===== src/rtl/psram_ctrl_if.sv =====
// ============================================================================
// Module      : psram_ctrl_if
// Description : Core-side word bus between the RV32 memory port and the
//               serial PSRAM controller.
// Revision    : 1.0 - initial release
// ============================================================================
`default_nettype none

interface psram_ctrl_if;
  logic [23:0] mem_addr;
  logic        mem_rstrb;
  logic [3:0]  mem_wmask;
  logic [31:0] mem_wdata;
  logic [31:0] mem_rdata;
  logic        mem_busy;
  logic        mem_done;

  // Core side: issues requests, observes the busy/done handshake
  modport master (
    output mem_addr, mem_rstrb, mem_wmask, mem_wdata,
    input  mem_rdata, mem_busy, mem_done
  );

  // Controller side
  modport slave (
    input  mem_addr, mem_rstrb, mem_wmask, mem_wdata,
    output mem_rdata, mem_busy, mem_done
  );
endinterface

`default_nettype wire


===== src/rtl/psram_ctrl.sv =====
// ============================================================================
// Module      : psram_ctrl
// Description : Word-access controller for a serial PSRAM behind a byte-wide
//               SPI engine. Runs the power-up reset sequence, then turns each
//               bus read/write into one CE_B-framed SPI transaction.
// Revision    : 1.0 - initial release
// ============================================================================
`default_nettype none

module psram_ctrl #(
  parameter int         INIT_CYCLES = 2400,
  parameter int         CE_GAP      = 4,
  parameter logic [7:0] CMD_READ    = 8'h03,
  parameter logic [7:0] CMD_WRITE   = 8'h02
) (
  input  logic         clk,
  input  logic         reset,
  psram_ctrl_if.slave  bus,
  output logic         ram_ce_b,
  output logic         spi_strb,
  output logic [7:0]   spi_tx,
  input  logic [7:0]   spi_rx,
  input  logic         spi_valid
);

  localparam int c_CNT_MAX = (INIT_CYCLES > CE_GAP) ? INIT_CYCLES : CE_GAP;
  localparam int c_CNT_W   = $clog2(c_CNT_MAX + 1);

  localparam logic [3:0] c_INIT_WAIT  = 4'd0;
  localparam logic [3:0] c_INIT_RSTEN = 4'd1;
  localparam logic [3:0] c_INIT_GAP   = 4'd2;
  localparam logic [3:0] c_INIT_RST   = 4'd3;
  localparam logic [3:0] c_GAP        = 4'd4;
  localparam logic [3:0] c_IDLE       = 4'd5;
  localparam logic [3:0] c_CMD        = 4'd6;
  localparam logic [3:0] c_ADDR       = 4'd7;
  localparam logic [3:0] c_DATA       = 4'd8;
  localparam logic [3:0] c_FINISH     = 4'd9;

  logic [3:0]         r_state;
  logic [3:0]         w_state_next;
  logic [c_CNT_W-1:0] r_cnt;
  logic               r_issued;     // a byte is outstanding in the SPI engine
  logic [1:0]         r_idx;        // byte index within ADDR or DATA
  logic [23:0]        r_addr;       // PSRAM start address of the access
  logic [31:0]        r_wdata;
  logic               r_is_wr;
  logic [1:0]         r_first;
  logic [1:0]         r_last;
  logic [23:0]        r_rx;         // read bytes 0..2 collected before commit
  logic [31:0]        r_rdata;
  logic               r_ce_b;

  logic               w_byte_done;
  logic               w_req_wr;
  logic               w_req_rd;
  logic               w_accept;
  logic               w_init_hit;
  logic               w_gap_hit;
  logic               w_byte_state;
  logic               w_framed_next;
  logic [1:0]         w_first;
  logic [1:0]         w_last;
  logic [7:0]         w_tx;
  logic               w_unused;

  // Word alignment discards the low address bits
  assign w_unused = ^bus.mem_addr[1:0];

  assign w_byte_done = r_issued & spi_valid;
  assign w_req_wr    = (bus.mem_wmask != 4'd0);
  assign w_req_rd    = bus.mem_rstrb;
  assign w_accept    = (r_state == c_IDLE) && (w_req_wr || w_req_rd);
  assign w_init_hit  = (r_cnt == c_CNT_W'(INIT_CYCLES - 1));
  assign w_gap_hit   = (r_cnt == c_CNT_W'(CE_GAP - 1));
  assign ram_ce_b    = r_ce_b;
  assign bus.mem_rdata = r_rdata;

  // Lowest and highest enabled byte lane of the write mask
  always_comb begin
    w_first = 2'd0;
    w_last  = 2'd0;
    if (bus.mem_wmask[0])      w_first = 2'd0;
    else if (bus.mem_wmask[1]) w_first = 2'd1;
    else if (bus.mem_wmask[2]) w_first = 2'd2;
    else if (bus.mem_wmask[3]) w_first = 2'd3;
    if (bus.mem_wmask[3])      w_last = 2'd3;
    else if (bus.mem_wmask[2]) w_last = 2'd2;
    else if (bus.mem_wmask[1]) w_last = 2'd1;
    else if (bus.mem_wmask[0]) w_last = 2'd0;
  end

  // State register
  always_ff @(posedge clk or posedge reset) begin
    if (reset) r_state <= c_INIT_WAIT;
    else       r_state <= w_state_next;
  end

  // Next-state logic: byte states advance only on the awaited spi_valid
  always_comb begin
    w_state_next = r_state;
    case (r_state)
      c_INIT_WAIT:  if (w_init_hit)  w_state_next = c_INIT_RSTEN;
      c_INIT_RSTEN: if (w_byte_done) w_state_next = c_INIT_GAP;
      c_INIT_GAP:   if (w_gap_hit)   w_state_next = c_INIT_RST;
      c_INIT_RST:   if (w_byte_done) w_state_next = c_GAP;
      c_GAP:        if (w_gap_hit)   w_state_next = c_IDLE;
      c_IDLE:       if (w_accept)    w_state_next = c_CMD;
      c_CMD:        if (w_byte_done) w_state_next = c_ADDR;
      c_ADDR:       if (w_byte_done && (r_idx == 2'd2)) w_state_next = c_DATA;
      c_DATA:       if (w_byte_done && (r_idx == r_last)) w_state_next = c_FINISH;
      c_FINISH:     w_state_next = c_GAP;
      default:      w_state_next = c_INIT_WAIT;
    endcase
  end

  // Output logic: strobe in the first cycle of each byte, bus handshake
  always_comb begin
    w_byte_state = (r_state == c_INIT_RSTEN) || (r_state == c_INIT_RST) ||
                   (r_state == c_CMD) || (r_state == c_ADDR) || (r_state == c_DATA);
    w_framed_next = (w_state_next == c_INIT_RSTEN) || (w_state_next == c_INIT_RST) ||
                    (w_state_next == c_CMD) || (w_state_next == c_ADDR) ||
                    (w_state_next == c_DATA);
    w_tx = 8'h00;
    case (r_state)
      c_INIT_RSTEN: w_tx = 8'h66;
      c_INIT_RST:   w_tx = 8'h99;
      c_CMD:        w_tx = r_is_wr ? CMD_WRITE : CMD_READ;
      c_ADDR: begin
        case (r_idx)
          2'd0:    w_tx = r_addr[23:16];
          2'd1:    w_tx = r_addr[15:8];
          default: w_tx = r_addr[7:0];
        endcase
      end
      c_DATA:       w_tx = r_is_wr ? r_wdata[{r_idx, 3'b000} +: 8] : 8'h00;
      default:      w_tx = 8'h00;
    endcase
    spi_strb     = w_byte_state && !r_issued;
    spi_tx       = spi_strb ? w_tx : 8'h00;
    bus.mem_busy = (r_state != c_IDLE);
    bus.mem_done = (r_state == c_FINISH);
  end

  // Chip enable follows the next state so it is low before the first strobe
  always_ff @(posedge clk or posedge reset) begin
    if (reset) r_ce_b <= 1'b1;
    else       r_ce_b <= !w_framed_next;
  end

  // Datapath: counters, request latch, byte sequencing and read capture
  always_ff @(posedge clk or posedge reset) begin
    if (reset) begin
      r_cnt    <= '0;
      r_issued <= 1'b0;
      r_idx    <= 2'd0;
      r_addr   <= 24'd0;
      r_wdata  <= 32'd0;
      r_is_wr  <= 1'b0;
      r_first  <= 2'd0;
      r_last   <= 2'd0;
      r_rx     <= 24'd0;
      r_rdata  <= 32'd0;
    end else begin
      r_cnt <= (w_state_next != r_state) ? '0 : r_cnt + 1'b1;

      if (w_byte_done)   r_issued <= 1'b0;
      else if (spi_strb) r_issued <= 1'b1;

      if (w_accept) begin
        r_is_wr <= w_req_wr;
        r_wdata <= bus.mem_wdata;
        r_first <= w_req_wr ? w_first : 2'd0;
        r_last  <= w_req_wr ? w_last  : 2'd3;
        r_addr  <= {bus.mem_addr[23:2], (w_req_wr ? w_first : 2'd0)};
        r_idx   <= 2'd0;
      end else if (w_byte_done) begin
        case (r_state)
          c_CMD:   r_idx <= 2'd0;
          c_ADDR:  r_idx <= (r_idx == 2'd2) ? r_first : r_idx + 2'd1;
          c_DATA:  r_idx <= r_idx + 2'd1;
          default: r_idx <= r_idx;
        endcase
      end

      if (w_byte_done && (r_state == c_DATA) && !r_is_wr) begin
        if (r_idx == 2'd3) r_rdata <= {spi_rx, r_rx};
        else               r_rx[{r_idx, 3'b000} +: 8] <= spi_rx;
      end
    end
  end

endmodule

`default_nettype wire

===== src/flat_wrapper.sv =====
// flat-port wrapper written by rule: the top's interface ports become plain ports
module psram_ctrl_flat 
#(
  parameter int         INIT_CYCLES = 2400,
  parameter int         CE_GAP      = 4,
  parameter logic [7:0] CMD_READ    = 8'h03,
  parameter logic [7:0] CMD_WRITE   = 8'h02
)
  (clk, reset, ram_ce_b, spi_strb, spi_tx, spi_rx, spi_valid, bus_mem_addr, bus_mem_rstrb, bus_mem_wmask, bus_mem_wdata, bus_mem_rdata, bus_mem_busy, bus_mem_done);
  psram_ctrl_if bus_i ();
  input  logic clk;
  input  logic reset;
  output logic ram_ce_b;
  output logic spi_strb;
  output logic [7:0] spi_tx;
  input  logic [7:0] spi_rx;
  input  logic spi_valid;
  input wire logic [$bits(bus_i.mem_addr)-1:0] bus_mem_addr;
  input wire logic [$bits(bus_i.mem_rstrb)-1:0] bus_mem_rstrb;
  input wire logic [$bits(bus_i.mem_wmask)-1:0] bus_mem_wmask;
  input wire logic [$bits(bus_i.mem_wdata)-1:0] bus_mem_wdata;
  output wire logic [$bits(bus_i.mem_rdata)-1:0] bus_mem_rdata;
  output wire logic [$bits(bus_i.mem_busy)-1:0] bus_mem_busy;
  output wire logic [$bits(bus_i.mem_done)-1:0] bus_mem_done;
  assign bus_i.mem_addr = bus_mem_addr;
  assign bus_i.mem_rstrb = bus_mem_rstrb;
  assign bus_i.mem_wmask = bus_mem_wmask;
  assign bus_i.mem_wdata = bus_mem_wdata;
  assign bus_mem_rdata = bus_i.mem_rdata;
  assign bus_mem_busy = bus_i.mem_busy;
  assign bus_mem_done = bus_i.mem_done;
  psram_ctrl #(.INIT_CYCLES(INIT_CYCLES), .CE_GAP(CE_GAP), .CMD_READ(CMD_READ), .CMD_WRITE(CMD_WRITE)) u_core (.clk(clk), .reset(reset), .bus(bus_i), .ram_ce_b(ram_ce_b), .spi_strb(spi_strb), .spi_tx(spi_tx), .spi_rx(spi_rx), .spi_valid(spi_valid));
endmodule

===== config.mk =====
export PLATFORM = sky130hd
export DESIGN_NAME = psram_ctrl_flat
export DESIGN_NICKNAME = d
export VERILOG_FILES = /design/src/rtl/psram_ctrl_if.sv /design/src/rtl/psram_ctrl.sv /design/src/flat_wrapper.sv
export SDC_FILE = /design/constraint.sdc
export NUM_CORES = 1
export LEC_CHECK = 0
export BUFFER_PORTS_ARGS = -buffer_cell sky130_fd_sc_hd__buf_4
export CAP_MARGIN = 20
export CORE_MARGIN = 1.5
export CORE_UTILIZATION = 50
export DETAILED_ROUTE_END_ITERATION = 6
export GPL_TIMING_DRIVEN = 0
export PLACE_DENSITY = 0.79
export SYNTH_ARGS = -nofsm -noshare
export SYNTH_HDL_FRONTEND = slang
export SYNTH_SLANG_ARGS = --single-unit

===== constraint.sdc =====
create_clock -name clk -period 8.9 [get_ports clk]
set_input_delay 0.445 -clock clk [delete_from_list [all_inputs] [get_ports clk]]
set_output_delay 0.445 -clock clk [all_outputs]
set_load 0.02 [all_outputs]

After elaboration in Yosys (flattened, before gate mapping)
Cells that the tools add are included.
{"block": "totals", "ff_bits": 137, "input_bits": 72, "output_inout_bits": 44, "word_cells": 101}
{"block": "classes", "add_sub_neg": 3, "n_eq_ne": 22, "shifts": 3, "muxes": 32, "bitwise_logic": 2, "n_reduce_logical": 27}
{"operator": "case mux 4 bit (10 select lines)", "count": 1}
{"operator": "case mux 8 bit (5 select lines)", "count": 1}
{"operator": "2-to-1 mux 4 bit", "count": 9}
{"operator": "variable part select 32 x 6 -> 8 bit", "count": 1}
{"operator": "bitwise mux 24 bit", "count": 1}
{"operator": "equality test 4 x 3 -> 1 bit, second input constant", "count": 6}
{"operator": "variable shift 8 x 7 -> 24 bit, first input constant", "count": 1}
{"operator": "variable part select 8 x 7 -> 24 bit", "count": 1}
{"operator": "2-to-1 mux 2 bit", "count": 11}
{"operator": "2-to-1 mux 8 bit", "count": 2}
{"operator": "case mux 8 bit (2 select lines)", "count": 1}
{"operator": "adder 12 x 1 -> 12 bit, second input constant", "count": 1}
{"operator": "equality test 12 bit, second input constant", "count": 1}
{"operator": "equality test 12 x 2 -> 1 bit, second input constant", "count": 1}
{"operator": "equality test 4 x 2 -> 1 bit, second input constant", "count": 3}
{"operator": "equality test 4 bit, second input constant", "count": 3}
{"operator": "2-to-1 mux 12 bit", "count": 1}
{"operator": "logical OR 1 bit", "count": 9}
{"operator": "equality test 4 x 1 -> 1 bit, second input constant", "count": 2}
{"operator": "nonzero test 4 bit", "count": 2}
{"operator": "negator 5 -> 7 bit", "count": 1}
{"operator": "logical AND 1 bit", "count": 6}
{"operator": "case mux 2 bit (3 select lines)", "count": 1}
{"operator": "AND reduction 2 bit", "count": 3}
{"operator": "13 further kinds", "count": 20}

Longest topological paths before layout
{"block": "logic_depth", "ltp_word": 11, "ltp_mapped": 10, "ltp_nobuf": 7}

Worst setup path before layout
No wires, ideal clock.
{"block": "synth_path", "kind": "register to output", "start": "reg u_core.r_idx[0]", "end": "out spi_tx[0]", "arrival_time_ns": 2.093, "required_time_ns": 8.455, "setup_slack_ns": 6.362, "stages_incl_launch_ff": 9, "n_path_buf": 1, "path_cell_list": "dfrtp_1 > buf_2 > inv_1 > ha_1 > nor2_1 > nand2_1 > a31oi_1 > o21ai_0 > a21oi_1"}
{"block": "synth_via", "elab_chain_len": 4, "word_cells_on_any_way": 7, "classes_between": "1 x eq/ne; 1 x shift; 4 x mux; 1 x reduce/logical"}
{"element": "from (decl)", "line_no": "psram_ctrl.sv:44", "text": "logic [1:0] r_idx;"}
{"element": "from (signal assigned)", "line_no": "psram_ctrl.sv:180", "text": "c_ADDR: r_idx <= (r_idx == 2'd2) ? r_first : r_idx + 2'd1;"}
{"element": "from (signal assigned)", "line_no": "psram_ctrl.sv:181", "text": "c_DATA: r_idx <= r_idx + 2'd1;"}
{"element": "from (signal assigned)", "line_no": "psram_ctrl.sv:182", "text": "default: r_idx <= r_idx;"}
{"element": "variable part select 32 x 6 -> 8 bit, or another cell as far along", "line_no": "psram_ctrl.sv:136", "text": "c_DATA: w_tx = r_is_wr ? r_wdata[{r_idx, 3'b000} +: 8] : 8'h00;"}
{"element": "2-to-1 mux 8 bit or case mux 8 bit (2 select lines) (tied branches)", "line_no": "psram_ctrl.sv:136, psram_ctrl.sv:130"}
{"element": "case mux 8 bit (5 select lines) (*)", "line_no": "psram_ctrl.sv:125", "text": "case (r_state)"}
{"element": "2-to-1 mux 8 bit (*)", "line_no": "psram_ctrl.sv:140", "text": "spi_tx = spi_strb ? w_tx : 8'h00;"}
{"element": "to (decl)", "line_no": "flat_wrapper.sv:15", "text": "output logic [7:0] spi_tx;"}
Every way passes the cells marked *; elsewhere a longest branch is shown, timed or not.

Worst setup path after layout
{"block": "layout_path", "start": "reg u_core.r_idx[0]", "end": "out spi_tx[1]"}
The elaborated chain is that of the path after synthesis.

==> impl_metrics.py <==
metrics = {
    "flow_run": {
        "max_cap_violations": 0,
    },
    "sta": {
        "timing.final.max_slew_violations": 0,
        "max_slew.worst_pin.slew_ns": 0.906,
        "count_of_endpoints_failing_setup_in_the_final_report": 0,
        "clock.fmax_mhz": 279,
        "finalHoldViolations": 0,
        "finalClockSkew_ns": 0.00898,
        "rsz0062_at_grt": "false",
        "finalCritPeriodShare": 0.402,
        "final.min_clock_period_ns": 3.58,
        "slew-limit-headroom": 0.395,
        "timing.final.ws_setup_ns": 5.32,
        "setup_total_negative_slack_ns": 0,
    },
    "clocking": {
        "cts_num_sinks": 135,
        "cts_setup_buffers": 0,
        "cts_hold_repair.buffers": 0,
        "tritoncts": "yes",
        "ctsRootBufferMaster": "sky130_fd_sc_hd__clkbuf_16",
        "clkLatencyLatePin_ns": 0.41,
        "path_clk_slew_ns": 0.06,
        "clock_tree.buffer_depth": 2,
        "tritoncts.num_buffers": 17,
        "cts_max_level": 4,
        "post_cts_resized": 0,
    },
    "global_routing": {
        "maximum_number_of_pins_on_one_net_before_global_route_repair": 70,
        "vias_in_the_first_global_route": 5311,
        "grt_first_pass_wirelength_um": 25400,
        "antenna_found_initial": 0,
        "overflow": 0,
        "gr-usage-all-layers": 0.252,
    },
    "pwr": {
        "leakage_nw": 3.91,
        "pwr-share-seq": 0.396,
        "combinationalPowerShare": 0.271,
        "max-vdd-ir-drop_mv": 0.140,
        "power.share.switching": 0.323,
        "power-per-cell-area_nw_per_um2": 281,
        "cell_internal_pwr_w": 0.00149,
        "clock_network_fraction_of_total_power": 0.333,
        "switching_power_w": 0.000713,
    },
    "logic_synthesis": {
        "synth.ff_latch_count": 135,
        "yosys.cell_types.count": 59,
        "syn-instance-count": 630,
        "syn-mean-instance-area_um2": 9.80,
        "post_synth_instance_area_um2": 6170,
        "edff_count_synth": 0,
        "synth.net_count": 709,
        "synth_async_sr_flop_share": 1.00,
        "synthFlopType": "sky130_fd_sc_hd__dfrtp_1",
        "yosysWarningCount": 0,
        "synth_sequential_area_ratio": 0.547,
    },
    "outcome": {
        "run_status": "completed",
    },
    "setup_path": {
        "setup.worst_path.start_class": "register",
        "critical_path_required_ns": 8.46,
        "crit_type": "register to primary output",
        "r2r-start": "u_core.r_idx[0]",
        "endpoint_kind": "primary output",
        "r2r_setup_slack_ns": 6.09,
        "critPathMaxFanout": 10,
        "cp_data_arrival_time_ns": 3.13,
        "ff2ff_path_depth": 7,
        "r2r-end": "u_core.r_rx[13]",
    },
    "final_layout": {
        "layout.filler_cells": 948,
        "seq_area_um2": 3380,
        "final_cell_mix": "sky130_fd_sc_hd__nand2_1 (231), sky130_fd_sc_hd__dfrtp_1 (134), sky130_fd_sc_hd__buf_4 (113), sky130_fd_sc_hd__o21ai_0 (34), sky130_fd_sc_hd__mux2_2 (32)",
        "multi_input_comb_area_um2": 2610,
        "total_nets_final": 842,
        "layout.cells.most_common": "sky130_fd_sc_hd__nand2_1",
        "final_cells": 922,
        "flow.area_growth_from_synthesis_pct": 27.3,
        "final_layout_size_suffix_gt1_frac": 0.266,
        "antenna_cells": 0,
        "layout.core_utilization": 0.654,
    },
    "routing": {
        "routed_wl_um": 15200,
        "vias_per_cell": 5.60,
        "final_antenna_net_count": 0,
        "dr_total_vias": 5167,
        "route.detailed.drc": 0,
        "avgRoutedWirePerCell_um": 16.5,
        "initialDrtViolationCount": 386,
        "drtPass1Iterations": 5,
    },
    "placed_design": {
        "routabilityCongestion": 0.944,
        "dp_hpwl_um": 10900,
        "port_buffers": 113,
        "placed_cells": 891,
        "dpl_worst_slack_ns": 5.80,
    },
    "floorplanning": {
        "floorplan.core_area_um2": 12000,
        "die-width_um": 114,
        "rows": 40,
        "initial_standard_cell_utilization_of_the_core": 0.514,
        "dieHeight_um": 114,
        "ios": 116,
        "die_area_um2": 13000,
    },
    "min_path": {
        "hp-class": "input port to asynchronous set/reset pin",
    },
}
cell usage after synthesis, types with 4 or more instances:
cell type                  number  area [um2]
sky130_fd_sc_hd__a21oi_1       15        75.1
sky130_fd_sc_hd__a22o_1         4        35.0
sky130_fd_sc_hd__a22oi_1        7        52.6
sky130_fd_sc_hd__and2_1         4        25.0
sky130_fd_sc_hd__and3_1         4        25.0
sky130_fd_sc_hd__buf_2         13        65.1
sky130_fd_sc_hd__clkbuf_1      17        63.8
sky130_fd_sc_hd__dfrtp_1      134        3350
sky130_fd_sc_hd__ha_1           7        87.6
sky130_fd_sc_hd__inv_1         10        37.5
sky130_fd_sc_hd__mux2_2        32         360
sky130_fd_sc_hd__mux4_2         8         180
sky130_fd_sc_hd__nand2_1      231         867
sky130_fd_sc_hd__nand3_1        7        35.0
sky130_fd_sc_hd__nor2_1        29         109
sky130_fd_sc_hd__o21ai_0       34         170
sky130_fd_sc_hd__xnor2_1        5        43.8
sky130_fd_sc_hd__xor2_1         8        70.1
logic make-up after synthesis:
logic type | synth area share
AOI/OAI and AO/OA | 0.0878
xor gates and xnor gates | 0.0184
buffers and inverters | 0.0296
and+or+nand+nor | 0.213
DFF | 0.547
muxes | 0.0894
adders and majority gates | 0.0142
cell type report:
| type | instances | share of cell area |
|---|---|---|
| flip-flops and latches | 135 | 0.430 |
| multi-input cells | 451 | 0.332 |
| repair buffers | 114 | 0.111 |
| clock buffers | 19 | 0.0564 |
| well taps | 147 | 0.0234 |
| clock inverters | 12 | 0.0225 |
| plain buffers | 34 | 0.0185 |
| inverters | 10 | 0.00541 |
metrics by stage:
step	hold slack [ns]	instance area, um2	power (W)
final	0.109	7860	0.00220
after global routing	0.173	7860	0.00232
after CTS	0.136	7860	0.00221
after detailed placement	0.459	7240	0.00147
after global placement	0.454	7210	0.00143
after floorplan	0.440	6170	0.00128
critical path, cell delays in order, from the launching register on:
cell                        delay [ns]
sky130_fd_sc_hd__dfrtp_1          0.52
sky130_fd_sc_hd__buf_2            0.39
sky130_fd_sc_hd__inv_1            0.20
sky130_fd_sc_hd__ha_1             0.27
sky130_fd_sc_hd__nor2_1           0.49
sky130_fd_sc_hd__a211o_1          0.23
sky130_fd_sc_hd__a31oi_1          0.10
sky130_fd_sc_hd__a2bb2oi_1        0.17
sky130_fd_sc_hd__nor2_1           0.18
sky130_fd_sc_hd__buf_4            0.18
registers in the layout (all words and copies together) (netlist names):
name,count
u_core.bus.mem_rdata,32
u_core.r_wdata,32
u_core.r_rx,24
u_core.r_addr,23
u_core.r_cnt,12
u_core.r_state,4
u_core.r_idx,2
u_core.r_last,2
u_core.r_first,1
u_core.r_is_wr,1
u_core.r_issued,1
u_core.ram_ce_b,1
power groups by stage:
| stage | Combinational, W | Sequential [W] | Clock [W] |
|---|---|---|---|
| floorplan | 0.000429 | 0.000850 | 0 |
| global placement | 0.000564 | 0.000869 | 0 |
| detailed placement | 0.000587 | 0.000880 | 0 |
| CTS | 0.000595 | 0.000870 | 0.000743 |
| global route | 0.000664 | 0.000890 | 0.000771 |
| finish | 0.000598 | 0.000872 | 0.000735 |
per-layer routing:
metal | share of wire | vias up | track usage
li1 | - | 2376 | -
met1 | 0.42 | 2506 | 0.320
met2 | 0.49 | 246 | 0.420
met3 | 0.065 | 39 | 0.0519
met4 | 0.026 | 0 | 0.112
met5 | 0 | - | 0
how the worst max path moves through the flow:
stage / to / startpoint / cells after the start / slack (ns)
floorplan: u_core.bus.mem_rdata[0] / reset / 1 / 4.85
global placement: u_core.r_cnt[8] / reset / 2 / 3.59
detailed placement: spi_tx[1] / u_core.r_idx[0] / 9 / 5.80
CTS: spi_tx[1] / u_core.r_idx[0] / 9 / 5.35
global route: spi_tx[0] / u_core.r_idx[0] / 9 / 5.12
finish: spi_tx[1] / u_core.r_idx[0] / 9 / 5.32
Note: power is estimated with default switching activity, not from simulation.
